## src/rtl/rr_reg_arbiter.sv

```systemverilog
`default_nettype none
`timescale 1ns/1ps
// ============================================================================
// Module      : rr_reg_arbiter
// Description : Round-robin arbiter that loads one shared DWIDTH register
//               from N_REQ requesters and blocks further grants for HOLD_CYC
//               cycles after every capture.
// Revision    : 1.0 - initial release
// ============================================================================
module rr_reg_arbiter #(
   parameter  int N_REQ    = 4,
   parameter  int DWIDTH   = 8,
   parameter  int HOLD_CYC = 2,
   localparam int IDW      = $clog2(N_REQ)
) (
   input  logic                    i_clk,
   input  logic                    i_rstn,
   input  logic [N_REQ-1:0]        i_req,
   input  logic [N_REQ*DWIDTH-1:0] i_data,
   output logic [N_REQ-1:0]        o_gnt,
   output logic [DWIDTH-1:0]       o_q,
   output logic                    o_valid,
   output logic [IDW-1:0]          o_owner,
   output logic                    o_busy
);

   localparam logic [3:0]     c_hold_init = 4'(HOLD_CYC);
   localparam logic [IDW-1:0] c_last_idx  = IDW'(N_REQ - 1);

   typedef enum logic [0:0] {
      ST_IDLE = 1'b0,
      ST_BUSY = 1'b1
   } state_t;

   state_t              r_state;
   logic [3:0]          r_cnt;
   logic [IDW-1:0]      r_ptr;
   logic [N_REQ-1:0]    r_gnt;
   logic [DWIDTH-1:0]   r_q;
   logic                r_valid;
   logic [IDW-1:0]      r_owner;

   state_t              w_state_nxt;
   logic [3:0]          w_cnt_nxt;
   logic [IDW-1:0]      w_ptr_nxt;
   logic [N_REQ-1:0]    w_gnt_nxt;
   logic [DWIDTH-1:0]   w_q_nxt;
   logic                w_valid_nxt;
   logic [IDW-1:0]      w_owner_nxt;

   logic                w_any;
   logic                w_hi_any;
   logic [IDW-1:0]      w_hi_win;
   logic [IDW-1:0]      w_lo_win;
   logic [IDW-1:0]      w_winner;
   logic [DWIDTH-1:0]   w_sel_data;

   // Lowest requester at or above ptr wins; otherwise wrap to the lowest overall.
   always_comb begin
      w_any    = 1'b0;
      w_hi_any = 1'b0;
      w_hi_win = '0;
      w_lo_win = '0;
      for (int n = N_REQ - 1; n >= 0; n--) begin
         if (i_req[n]) begin
            w_any    = 1'b1;
            w_lo_win = IDW'(n);
            if (n >= int'(r_ptr)) begin
               w_hi_any = 1'b1;
               w_hi_win = IDW'(n);
            end
         end
      end
      w_winner = w_hi_any ? w_hi_win : w_lo_win;
   end

   always_comb begin
      w_sel_data = '0;
      for (int n = 0; n < N_REQ; n++) begin
         if (w_winner == IDW'(n)) begin
            w_sel_data = i_data[n*DWIDTH +: DWIDTH];
         end
      end
   end

   always_comb begin
      w_state_nxt = r_state;
      w_cnt_nxt   = r_cnt;
      w_ptr_nxt   = r_ptr;
      w_gnt_nxt   = '0;
      w_q_nxt     = r_q;
      w_valid_nxt = 1'b0;
      w_owner_nxt = r_owner;
      case (r_state)
         ST_IDLE: begin
            if (w_any) begin
               w_q_nxt     = w_sel_data;
               w_gnt_nxt   = N_REQ'(1) << w_winner;
               w_valid_nxt = 1'b1;
               w_owner_nxt = w_winner;
               w_ptr_nxt   = (w_winner == c_last_idx) ? '0 : w_winner + 1'b1;
               if (c_hold_init != 4'd0) begin
                  w_state_nxt = ST_BUSY;
                  w_cnt_nxt   = c_hold_init;
               end
            end
         end
         ST_BUSY: begin
            // Requests seen here are dropped, never queued.
            w_cnt_nxt = r_cnt - 4'd1;
            if (r_cnt == 4'd1) begin
               w_state_nxt = ST_IDLE;
            end
         end
         default: w_state_nxt = ST_IDLE;
      endcase
   end

   always_ff @(posedge i_clk or negedge i_rstn) begin
      if (!i_rstn) begin
         r_state <= ST_IDLE;
         r_cnt   <= '0;
         r_ptr   <= '0;
         r_gnt   <= '0;
         r_q     <= '0;
         r_valid <= 1'b0;
         r_owner <= '0;
      end else begin
         r_state <= w_state_nxt;
         r_cnt   <= w_cnt_nxt;
         r_ptr   <= w_ptr_nxt;
         r_gnt   <= w_gnt_nxt;
         r_q     <= w_q_nxt;
         r_valid <= w_valid_nxt;
         r_owner <= w_owner_nxt;
      end
   end

   assign o_gnt   = r_gnt;
   assign o_q     = r_q;
   assign o_valid = r_valid;
   assign o_owner = r_owner;
   assign o_busy  = (r_state == ST_BUSY);

endmodule
`default_nettype wire
```

## config.mk

```make
export PLATFORM = sky130hd
export DESIGN_NAME = rr_reg_arbiter
export DESIGN_NICKNAME = d
export VERILOG_FILES = /design/src/rtl/rr_reg_arbiter.sv
export SDC_FILE = /design/constraint.sdc
export NUM_CORES = 1
export LEC_CHECK = 0
export BUFFER_PORTS_ARGS = -buffer_cell sky130_fd_sc_hd__buf_2
export CAP_MARGIN = 20
export CORE_AREA = 2 2 72 74
export DETAILED_ROUTE_END_ITERATION = 10
export DIE_AREA = 0 0 74 76
export HOLD_SLACK_MARGIN = 0.06
export SKIP_LAST_GASP = 1
export SYNTH_ARGS = -nofsm -noshare
export SYNTH_HDL_FRONTEND = slang
export SYNTH_SLANG_ARGS = --single-unit
export TNS_END_PERCENT = 1
```

## constraint.sdc

```tcl
create_clock -name i_clk -period 2.9 [get_ports i_clk]
set_clock_uncertainty 0.1 [all_clocks]
set_input_delay 0.725 -clock i_clk [delete_from_list [all_inputs] [get_ports i_clk]]
set_output_delay 0.725 -clock i_clk [all_outputs]
set_load 0.05 [all_outputs]
```

Yosys cells after proc, flatten, opt, wreduce, memory -nomap -nowiden --
Cells that the tools add are included.
Storage, ports and cells: register bits 22, bits of input ports 38, output and inout port bits 16, logic and storage cells 55
Cells by class: add/subtract/negate cells 2, magnitude comparators 3, eq/ne operators 5, shift operators 1, multiplexer cells 34, bitwise logic cells 1, reductions and logical operators 2
Operators with widths (number):
- two-way mux 8 bit | 4
- two-way mux 2 bit | 12
- two-way mux 1 bit | 13
- two-way mux 4 bit | 3
- case mux 4 bit (2 select lines) | 1
- == test 2 bit (second input constant) | 2
- == test 4 x 1 -> 1 bit (second input constant) | 1
- >= comparator 1 x 2 -> 1 bit (first input constant) | 2
- left shift 1 x 2 -> 4 bit (first input constant) | 1
- subtractor 4 x 1 -> 4 bit (second input constant) | 1
- adder 2 x 1 -> 2 bit (second input constant) | 1
- == test 2 x 1 -> 1 bit (second input constant) | 1
- >= comparator 2 bit (first input constant) | 1
- zero test 2 bit | 1
- != test 2 bit (second input constant) | 1
- case mux 1 bit (2 select lines) | 1
- AND reduction 2 bit | 1
- inverter 1 bit | 1

Depth between registers and ports, before layout --
word-level depth 13, mapped depth 8, depth with buffers taken out 7

Worst setup path before layout --
Ideal clock, no wire load.
path type input-to-reg, start point input i_req[1], end point register r_q[0] (netlist: o_q[0]), setup time 0.128 ns, arrival time 2.255 ns, data required time 2.672 ns, setup slack 0.417 ns, cell stages on the path 8, buffers on the path 1, cells stage by stage or3b_1 > o221ai_1 > inv_1 > ha_1 > or2_2 > clkbuf_1 > a221oi_1 > o31ai_1
On the way: longest elaborated chain between the ends 9
Ends and longest elaborated chain:
- start, declared | line 18 | input logic [N_REQ-1:0] i_req,
- two-way mux 2 bit or two-way mux 1 bit (tied branches) | line 65 | if (i_req[n]) begin
- two-way mux 2 bit or two-way mux 1 bit (tied branches) | line 68 | if (n >= int'(r_ptr)) begin
- two-way mux 2 bit or two-way mux 1 bit (tied branches) | line 65
- two-way mux 2 bit (*) | line 74 | w_winner = w_hi_any ? w_hi_win : w_lo_win;
- via w_winner[0] | line 55 | logic [IDW-1:0] w_winner;
- zero test 2 bit | line 80 | if (w_winner == IDW'(n)) begin
- two-way mux 8 bit (3 in series) | line 80
- two-way mux 8 bit (*) | line 80
- end signal, assigned | line 133 | r_q <= w_q_nxt;
- end, declared | line 39 | logic [DWIDTH-1:0] r_q;
Mark *: on every way through the listed nets, which the timed path passes. The rest lies on a longest branch. A chain may end at the register's enable or synchronous reset.

Final worst setup path --
start point input i_req[2], end point register r_q[7] (netlist: o_q[7])
On the way: longest elaborated chain between the ends 11
Ends and longest elaborated chain (line):
- two-way mux 2 bit or two-way mux 1 bit (tied branches) | 65
- two-way mux 2 bit or two-way mux 1 bit (tied branches) | 68
- two-way mux 2 bit or two-way mux 1 bit (tied branches) | 65
- two-way mux 2 bit or two-way mux 1 bit (tied branches) | 68
- two-way mux 2 bit or two-way mux 1 bit (tied branches) | 65
- two-way mux 2 bit (*) | 74
- via w_winner[0] | 55
- zero test 2 bit | 80
- two-way mux 8 bit (3 in series) | 80
- two-way mux 8 bit (*) | 80
Marked as above.

==> results.txt <==
Status -> finished clean
DRT Pass-1 Iters -> 4
Hpwl dp -> 2460 um
Worst skew pair latency -> 0.26 ns
Die width -> 74 um
Library cells used by synthesis -> 34
Setup Fix Bufs, Post-CTS -> 0
Die H -> 76 um
Area growth from synthesis to layout -> 35.0%
Post-Synthesis Cells -> 111
Number of diodes -> 0
Number of synthesized flops with an enable pin -> 0
Gr ovfl total -> 0
Final critical-path share of the clock period -> 0.876
Post-CTS sizing -> 0
Largest stage delay on the critical path -> 0.36 ns
Root Buffer -> clkbuf_8
Slowest stage cell, crit path -> or2_2
Remaining DRCs -> 0
Slew headroom -> 0.653
Num Clock Sinks -> 22
R2R Path Start -> r_ptr[1]
Clk slew on worst S/H paths -> 0.08 ns
Share of layout cells above drive strength 1 -> 0.412
Synthesis warning total -> 0
RSZ-0062 raised after global routing -> no
Final hold violations -> 0
Cell Rows -> 26
Syn_nets -> 155
Hold Crit Class -> primary input to asynchronous set/reset pin
Worst Path Arrival -> 2.59 ns
Sequential-to-total area share from yosys stat -> 0.463
Worst r2r dst -> o_q[7]
Setup tns final -> 0 ns
Crit start category -> primary input
Reg2Reg Setup Slack -> 0.47 ns
Final net count -> 210
Initial antenna violation count -> 0
Worst R2R Path Depth -> 7
Minimum clock period -> 2.54 ns
Routability cong. -> 0.804
Pwr dens -> 1090 nW/um^2
I/O Buffers -> 53
VDD IR-drop max -> 457 uV
MaxCap Viol Count -> 0
Max Fanout on Critical Path -> 8
CTS tree -> built
Slew Limit Fails -> 0
Most common cell after layout, fill and taps aside -> buf_2
Finished Layout Cells -> 235
Ys async rst share -> 1.00
Initial core utilization -> 0.242
Ports -> 54
Die Area -> 5620 sq um
#FFs+latches synth -> 22
Slew at the pin with the worst max-slew slack -> 0.520 ns
Largest net degree at the start of global routing -> 23
Placed Cells -> 231
CORE AREA -> 4910 sq um
Cells along the critical path -> buf_2 -> or3b_1 -> o221ai_1 -> inv_1 -> ha_1 -> or2_2 -> a221oi_1 -> o31ai_1
Number of hold buffers added after CTS -> 0
Tot Pwr -> 1750 uW
Max Clk Rate -> 394 MHz
Vias post-DR -> 1082
Mapped Area -> 1190 sq um
Lkg Pwr -> 0.000774 uW
Filler Cell Count -> 507
Vias in the first global route -> 987
Critical path class -> primary input to flop
Iteration-0 DRC Markers -> 65
H-tree depth -> 1
Most frequent cells in the layout -> buf_2, dfrtp_1, o21ai_0
Hold WS -> 0.311 ns
CTS Buffer Depth -> 2
Drt total wl -> 3130 um
CP required -> 2.95 ns
Crit end category -> flop
Syn avg cell area -> 10.7 sq um
First-pass GRT wire length -> 4950 um
ANT nets after route -> 0
WL/cell -> 13.3 um
Num CTS Buffers -> 3
Vias per cell -> 4.60
Total global routing track utilization -> 0.113
Top_reg_cell synth -> dfrtp_1
Final setup violation count -> 0
-- per-stage QoR --
step	util	area [sq um]	worst slack (ns)
floorplan	-	1190	0.417
global placement	0.313	1540	0.135
detailed placement	0.313	1540	0.0956
CTS	0.327	1610	0.383
global route	0.327	1610	0.220
finish	0.327	1610	0.359
-- power breakdown --
group | switching, uW | internal (uW) | total [uW]
logic | 615 | 320 | 935
registers | 98.2 | 432 | 530
clock network | 101 | 184 | 286
total | 814 | 937 | 1750
-- worst max path at each step --
| stage | from | end | cells past startpoint |
|---|---|---|---|
| after floorplan | i_req[1] | o_q[0] | 8 |
| after global placement | i_req[2] | o_q[7] | 8 |
| after detailed placement | i_req[2] | o_q[7] | 8 |
| after CTS | i_req[2] | o_q[7] | 8 |
| after global routing | i_req[2] | o_q[7] | 8 |
| final | i_req[2] | o_q[7] | 8 |
-- layer usage --
layer / wire length [um] / vias to the layer above / global-route usage
met2: 1570 / 30 / 0.174
met5: 0 / - / 0
met1: 1410 / 519 / 0.162
li1: - / 531 / -
met4: 20 / 0 / 0.0218
met3: 120 / 2 / 0.0238
-- cells by family (layout without fill, tap and decap cells) --
logic type | after synthesis | count (layout) | synth area share
buf+inv | 12 | 66 | 0.0463
compound gates | 42 | 42 | 0.242
xor+xnor | 1 | 1 | 0.00736
simple gates | 24 | 24 | 0.136
mux | 4 | 4 | 0.0431
fa+ha+maj | 6 | 6 | 0.0631
flops | 22 | 22 | 0.463
-- synth_stat cells, types with 2 or more instances --
cell type,instances,area (sq um)
and2_1,3,18.8
or2_2,2,12.5
ha_1,6,75.1
nand2_1,2,7.51
clkbuf_1,5,18.8
o31ai_1,8,60.1
nor2b_1,4,25.0
nand2b_1,2,12.5
dfrtp_1,22,551
a221oi_1,8,70.1
inv_1,4,15.0
o21ai_0,12,60.1
o22ai_1,7,43.8
mux2_4,2,30.0
nor2_1,5,18.8
-- registers in the layout, summed over array words and instances, names as in the netlist --
register / count
o_owner: 2
o_q: 8
o_busy: 1
o_valid: 1
o_gnt: 4
r_ptr: 2
r_cnt: 4
-- worst max-delay path, delay by kind of cell --
family          cells  cell delay, ns
simple gates        2            0.71
compound gates      3            0.62
buf+inv             2            0.27
fa+ha+maj           1            0.26
-- area by class of cell --
class | instances | area, sq um | share of cell area
multi-input cells | 77 | 584 | 0.364
well taps | 70 | 87.6 | 0.0545
flip-flops and latches | 22 | 551 | 0.343
clock inverters | 1 | 30.0 | 0.0187
clock buffers | 3 | 41.3 | 0.0257
inverters | 6 | 25.0 | 0.0156
repair buffers | 56 | 288 | 0.179
Power figures use the tool's default switching activity.
